$ cat src/rtl/snake_pkg.sv
// snake_pkg: shared state/direction types and default timing constants
// for the snake game controller, plus direction helper functions.
package snake_pkg;

  typedef enum logic [2:0] {
    IDLE  = 3'd0,
    RUN   = 3'd1,
    PAUSE = 3'd2,
    OVER  = 3'd3,
    WIN   = 3'd4
  } state_t;

  typedef enum logic [1:0] {
    UP    = 2'd0,
    DOWN  = 2'd1,
    LEFT  = 2'd2,
    RIGHT = 2'd3
  } dir_t;

  localparam int DEF_TICK_DIV   = 50;
  localparam int DEF_MIN_DIV    = 10;
  localparam int DEF_SPEED_STEP = 5;
  localparam int DEF_MAX_SCORE  = 140;
  localparam int DEF_BLINK_DIV  = 25;

  // Encoding pairs opposites on bit 0: UP/DOWN, LEFT/RIGHT.
  function automatic dir_t opposite(input dir_t d);
    return dir_t'(d ^ 2'b01);
  endfunction

  // Pulse vector is {up,down,left,right}; highest bit wins.
  function automatic dir_t pick_dir(input logic [3:0] p);
    dir_t d;
    if (p[3])      d = UP;
    else if (p[2]) d = DOWN;
    else if (p[1]) d = LEFT;
    else           d = RIGHT;
    return d;
  endfunction

endpackage

$ cat src/rtl/snake_game_ctrl_move_timer.sv
// move_timer: programmable move-period counter with freeze and speed-up.
// Ports: clk, rst, clear (reload defaults), run (count), speed_up, move_tick.
module move_timer #(
  parameter int TICK_DIV   = snake_pkg::DEF_TICK_DIV,
  parameter int MIN_DIV    = snake_pkg::DEF_MIN_DIV,
  parameter int SPEED_STEP = snake_pkg::DEF_SPEED_STEP
) (
  input  logic clk,
  input  logic rst,
  input  logic clear,
  input  logic run,
  input  logic speed_up,
  output logic move_tick
);

  localparam int PW = $clog2(TICK_DIV + 1);

  // period: target for the next reload; active: period of the
  // count in progress, so a speed-up never truncates it.
  logic [PW-1:0] period;
  logic [PW-1:0] active;
  logic [PW-1:0] count;
  logic [PW-1:0] stepped;
  logic [PW-1:0] period_nxt;

  // Saturating step, compared before subtracting to avoid underflow.
  always_comb begin
    stepped = PW'(MIN_DIV);
    if (int'(period) > MIN_DIV + SPEED_STEP)
      stepped = period - PW'(SPEED_STEP);
  end

  assign period_nxt = speed_up ? stepped : period;

  always_ff @(posedge clk or posedge rst) begin
    if (rst) begin
      period    <= PW'(TICK_DIV);
      active    <= PW'(TICK_DIV);
      count     <= '0;
      move_tick <= 1'b0;
    end else begin
      move_tick <= 1'b0;
      if (clear) begin
        period <= PW'(TICK_DIV);
        active <= PW'(TICK_DIV);
        count  <= '0;
      end else begin
        period <= period_nxt;
        if (run) begin
          if (count == active - PW'(1)) begin
            count     <= '0;
            active    <= period_nxt;
            move_tick <= 1'b1;
          end else begin
            count <= count + PW'(1);
          end
        end
      end
    end
  end

endmodule

$ cat src/rtl/snake_game_ctrl.sv
// snake_game_ctrl: game FSM, direction latch, collision eval, blink.
// In: clk rst start_p pause_p dir_p hits. Out: state tick dir coll apples disp.
module snake_game_ctrl
  import snake_pkg::*;
#(
  parameter int TICK_DIV   = DEF_TICK_DIV,
  parameter int MIN_DIV    = DEF_MIN_DIV,
  parameter int SPEED_STEP = DEF_SPEED_STEP,
  parameter int MAX_SCORE  = DEF_MAX_SCORE,
  parameter int BLINK_DIV  = DEF_BLINK_DIV
) (
  input  logic       clk,
  input  logic       rst,
  input  logic       start_p,
  input  logic       pause_p,
  input  logic [3:0] dir_p,
  input  logic       apple_hit,
  input  logic       wall_hit,
  input  logic       self_hit,
  output logic [2:0] state,
  output logic       move_tick,
  output logic [1:0] cur_dir,
  output logic       good_coll,
  output logic       bad_coll,
  output logic [7:0] apples,
  output logic       display_en
);

  localparam int BW = $clog2(BLINK_DIV + 1);

  state_t        state_q;
  state_t        state_d;
  dir_t          cur_q;
  dir_t          pend_q;
  dir_t          dir_req;
  logic          eval_q;
  logic [7:0]    apples_q;
  logic [3:0]    sub_q;
  logic          good_q;
  logic          bad_q;
  logic          disp_q;
  logic [BW-1:0] blink_q;

  logic clear;
  logic hit_bad;
  logic hit_apple;
  logic win;
  logic eat;
  logic good_d;
  logic bad_d;
  logic speed_up;
  logic timer_run;

  always_ff @(posedge clk or posedge rst) begin
    if (rst) state_q <= IDLE;
    else     state_q <= state_d;
  end

  // A collision in the eval cycle outranks a pause request.
  always_comb begin
    state_d   = state_q;
    good_d    = 1'b0;
    bad_d     = 1'b0;
    eat       = 1'b0;
    hit_bad   = eval_q & (wall_hit | self_hit);
    hit_apple = eval_q & apple_hit & ~hit_bad;
    win       = hit_apple &&
                (apples_q == 8'(MAX_SCORE - 1));
    unique case (state_q)
      IDLE: begin
        if (start_p) state_d = RUN;
      end
      RUN, PAUSE: begin
        if (hit_bad) begin
          bad_d   = 1'b1;
          state_d = OVER;
        end else begin
          if (hit_apple) begin
            good_d = 1'b1;
            eat    = 1'b1;
          end
          if (win) begin
            bad_d   = 1'b1;
            state_d = WIN;
          end else if (pause_p) begin
            state_d = (state_q == RUN) ? PAUSE : RUN;
          end
        end
      end
      OVER, WIN: begin
        if (start_p) state_d = IDLE;
      end
      default: state_d = IDLE;
    endcase
    clear = (state_d == IDLE);
  end

  assign speed_up  = eat && (sub_q == 4'd9);
  assign timer_run = (state_q == RUN) && !bad_d;
  assign dir_req   = pick_dir(dir_p);

  move_timer #(
    .TICK_DIV   (TICK_DIV),
    .MIN_DIV    (MIN_DIV),
    .SPEED_STEP (SPEED_STEP)
  ) u_timer (
    .clk       (clk),
    .rst       (rst),
    .clear     (clear),
    .run       (timer_run),
    .speed_up  (speed_up),
    .move_tick (move_tick)
  );

  always_ff @(posedge clk or posedge rst) begin
    if (rst) begin
      cur_q    <= RIGHT;
      pend_q   <= RIGHT;
      eval_q   <= 1'b0;
      apples_q <= '0;
      sub_q    <= '0;
      good_q   <= 1'b0;
      bad_q    <= 1'b0;
    end else begin
      good_q <= good_d;
      bad_q  <= bad_d;
      eval_q <= move_tick & ~clear;
      if (clear) begin
        cur_q    <= RIGHT;
        pend_q   <= RIGHT;
        apples_q <= '0;
        sub_q    <= '0;
      end else begin
        if (state_q == RUN && |dir_p &&
            dir_req != opposite(cur_q))
          pend_q <= dir_req;
        if (move_tick)
          cur_q <= pend_q;
        if (eat) begin
          apples_q <= apples_q + 8'd1;
          sub_q    <= speed_up ? 4'd0 : sub_q + 4'd1;
        end
      end
    end
  end

  // Blink runs only while staying in OVER; any other path
  // (including OVER entry and exit) restarts it lit.
  always_ff @(posedge clk or posedge rst) begin
    if (rst) begin
      disp_q  <= 1'b1;
      blink_q <= '0;
    end else if (state_q == OVER && state_d == OVER) begin
      if (blink_q == BW'(BLINK_DIV - 1)) begin
        blink_q <= '0;
        disp_q  <= ~disp_q;
      end else begin
        blink_q <= blink_q + BW'(1);
      end
    end else begin
      disp_q  <= 1'b1;
      blink_q <= '0;
    end
  end

  assign state      = state_q;
  assign cur_dir    = cur_q;
  assign good_coll  = good_q;
  assign bad_coll   = bad_q;
  assign apples     = apples_q;
  assign display_en = disp_q;

endmodule

$ cat config.mk
export PLATFORM = sky130hd
export DESIGN_NAME = snake_game_ctrl
export DESIGN_NICKNAME = d
export VERILOG_FILES = /design/src/rtl/snake_pkg.sv /design/src/rtl/snake_game_ctrl_move_timer.sv /design/src/rtl/snake_game_ctrl.sv
export SDC_FILE = /design/constraint.sdc
export NUM_CORES = 1
export LEC_CHECK = 0
export CAP_MARGIN = 0
export CELL_PAD_IN_SITES_DETAIL_PLACEMENT = 1
export CELL_PAD_IN_SITES_GLOBAL_PLACEMENT = 2
export CORE_MARGIN = 1
export CORE_UTILIZATION = 35
export CTS_BUF_LIST = sky130_fd_sc_hd__clkbuf_4
export DETAILED_ROUTE_END_ITERATION = 10
export GPL_TIMING_DRIVEN = 0
export PLACE_DENSITY_LB_ADDON = 0.1
export SLEW_MARGIN = 15
export SYNTH_ARGS = -nofsm -noshare
export SYNTH_HDL_FRONTEND = slang
export SYNTH_SLANG_ARGS = --single-unit
export TNS_END_PERCENT = 50
$ cat constraint.sdc
create_clock -name clk -period 3.9 [get_ports clk]
set_input_delay 0.78 -clock clk [delete_from_list [all_inputs] [get_ports clk]]
set_output_delay 0.78 -clock clk [all_outputs]
set_load 0.02 [all_outputs]
==> out/summary.txt <==
Max H-tree Level -> 2
die span in y -> 88.3 µm
Layout Nets -> 312
fraction of registers with async set/reset -> 1.00
synthesized area per cell -> 10.1 µm²
Setup TNS Final -> 0 ns
clock share of power -> 0.217
period utilisation layout -> 0.666
area of the die -> 7800 µm²
Net Count, Synth -> 277
HP Class -> flop to flop
Slew HR -> 0.632
DRT iter0 DRCs -> 54
largest net degree at the start of global routing -> 32
cts bufs inserted -> 5
antenna-violating nets left -> 0
CTS Hold Bufs -> 0
Internal Power -> 0.920 mW
clk root buf -> clkbuf_4
RSZ-0062 raised after global routing -> no
Max stage delay on crit path -> 0.49 ns
WHS -> 0.501 ns
drt first pass iters -> 4
clk_lat worst skew -> 0.37 ns
worst slew pin tran -> 0.546 ns
crit end category -> flop
final hold vios -> 0
num ports -> 28
PwrDens -> 469 nW/µm²
fillers -> 863
critical path's slowest cell -> clkdlybuf4s50_1
startpoint types -> primary input
routed via count -> 1990
leakage power total -> 1.36 nW
layout cells sized above 1 -> 0.146
max-slew violations -> 0
RePlAce Congestion -> 0.732
DIE WIDTH -> 88.3 µm
CP arrival -> 2.89 ns
post-CTS resize count -> 0
dpl cells -> 385
post-synthesis sequential area ratio -> 0.456
Initial Util -> 0.361
Max Freq -> 385 MHz
Synth Register Bits -> 47
Unique masters post-synth -> 54
Post-synth top flop -> dfrtp_1
Crit Path Category -> primary input to flop
Mapped Cells -> 258
Gate power share -> 0.386
Rows -> 31
vias per inst -> 5.06
fin cells -> 393
Antenna Cells -> 0
first-pass GRT wire length -> 9.88 mm
Fin Clk Skew -> 0.0140 ns
Cell Area, Placed -> 3020 µm²
minimum clock period -> 2.60 ns
Clock Path Buffers -> 2
Post-route DRC -> 0
vias in the first global route -> 2044
Clock transition at path regs -> 0.14 ns
status -> finished, final reports clean
Port Buffers -> 27
routed len/inst -> 15.1 µm
initial antenna violation count -> 0
Post-synth EDFFs -> 0
register share of total power -> 0.397
drt total wl -> 5.94 mm
Core Box Area -> 7210 µm²
Psw -> 0.535 mW
ordered list of cells on the worst path -> clkdlybuf4s50_1, and4bb_2, a311oi_1, a211oi_2, and3_1, buf_6, buf_2, nor2_1
Yosys warnings -> 0
total power draw -> 1.45 mW
Area growth syn-to-layout -> 19.1%
final instance area -> 3100 µm²
Setup Buffers After CTS -> 0
Final Setup Violations -> 0
total of max-cap violations -> 0
CTS tree -> yes
Sinks on Clock Net -> 47
remaining global-route overflow -> 0
cell area after synthesis -> 2610 µm²
Worst VDD drop -> 0.000167 V
DP Wirelength -> 4.43 mm
Crit Path Max Fanout -> 10
switching share of power -> 0.368
All-Layer GR Usage -> 0.164
Critical Path RT -> 4.20 ns
[metrics by stage]
step	utilization	setup WS, ns
after floorplan	-	1.61
after global placement	0.416	0.924
after detailed placement	0.419	0.888
after CTS	0.430	1.30
after global routing	0.430	1.16
final	0.430	1.30
[cells by family (layout without fill, tap and decap cells)]
family / Yosys count / in the layout / share of synthesized area
compound gates: 48 / 48 / 0.138
xor+xnor: 22 / 22 / 0.0739
fa+ha+maj: 8 / 8 / 0.0384
buf+inv: 25 / 61 / 0.0451
flops: 47 / 47 / 0.456
mux: 9 / 9 / 0.0374
simple gates: 99 / 99 / 0.211
[cell type report]
| type | instances | area [µm²] | share of cell area |
|---|---|---|---|
| multi-input cells | 186 | 1300 | 0.419 |
| flip-flops and latches | 47 | 1190 | 0.383 |
| repair buffers | 28 | 290 | 0.0935 |
| well taps | 99 | 124 | 0.0399 |
| inverters | 18 | 67.6 | 0.0218 |
| clock buffers | 7 | 52.6 | 0.0169 |
| plain buffers | 7 | 50.0 | 0.0161 |
| clock inverters | 1 | 30.0 | 0.00967 |
[cell usage in the layout (no fill, tap or decap), types with 3 or more instances in the layout]
cell type,Yosys,routed
nor3_1,4,4
a21o_1,3,3
xnor2_1,10,10
mux2i_1,6,6
inv_1,18,17
clkdlybuf4s50_1,0,27
o211ai_1,5,5
nand4_1,4,4
clkbuf_4,0,7
xor2_1,12,12
o21ai_0,8,8
nand2_1,21,21
a21boi_0,3,3
a31oi_1,9,9
and2_1,3,3
nor2_1,26,26
ha_1,8,8
buf_2,4,4
a21oi_1,4,4
and3_1,6,6
dfstp_2,11,11
nand3_1,10,10
nor2b_1,4,4
dfrtp_1,36,36
[final timing paths]
path	end	cells past startpoint	slack (ns)	start
worst max register to register	u_timer.count[4]	8	1.33	u_timer.active[1]
max in group asynchronous	cur_dir[1]	3	2.61	rst
worst max-delay path	apples[6]	8	1.30	wall_hit
min in group asynchronous	blink_q[2]	2	0.71	rst
worst min-delay path	pend_q[0]	2	0.50	pend_q[0]
worst min register to register	pend_q[0]	2	0.50	pend_q[0]
[critical path: cells and delay by family]
kind / cells / cell delay, ns
AOI/OAI and AO/OA: 2 / 0.63
buffers and inverters: 3 / 0.81
and+or+nand+nor: 3 / 0.66
[sequential cells by signal, summed over array words and instances (netlist names)]
signal / count
u_timer.active: 6
u_timer.move_tick: 1
state: 3
u_timer.period: 6
blink_q: 5
display_en: 1
sub_q: 4
u_timer.count: 6
pend_q: 2
apples: 8
eval_q: 1
good_coll: 1
bad_coll: 1
cur_dir: 2
[power by group through the flow]
stage	Sequential [mW]	Combinational, mW	Clock, mW
3_5_place_dp	0.587	0.575	0
5_1_grt	0.585	0.636	0.346
2_1_floorplan	0.585	0.411	0
3_3_place_gp	0.586	0.561	0
4_1_cts	0.578	0.578	0.330
6_report	0.578	0.562	0.315
[cell usage after synthesis (2+ instances only)]
library cell  count  area [µm²]
buf_2             4        20.0
dfrtp_1          36         901
xnor2_1          10        87.6
buf_6             2        22.5
nor3_1            4        20.0
dfstp_2          11         289
and3_1            6        37.5
mux2_2            2        22.5
a31oi_1           9        56.3
o41ai_1           2        17.5
and4_1            2        17.5
nand4_1           4        25.0
a21o_1            3        22.5
nand2_1          21        78.8
nor2b_1           4        25.0
a211oi_1          2        15.0
or3_1             2        12.5
a311oi_1          2        17.5
and4bb_2          2        25.0
nand2b_1          2        12.5
nor2_1           26        97.6
and3b_1           2        17.5
ha_1              8         100
o21ai_0           8        40.0
a21oi_1           4        20.0
nand3_1          10        50.1
and2_1            3        18.8
nor3_2            2        20.0
xor2_1           12         105
a21boi_0          3        22.5
o211ai_1          5        37.5
inv_1            18        67.6
mux2i_1           6        60.1
[layer usage]
layer | track usage | share of wire | up-vias
li1 | - | - | 976
met1 | 0.224 | 0.49 | 988
met2 | 0.269 | 0.47 | 20
met3 | 0.0345 | 0.027 | 6
met4 | 0.0352 | 0.010 | 0
met5 | 0 | 0 | -
(Power assumes the default switching activity.)
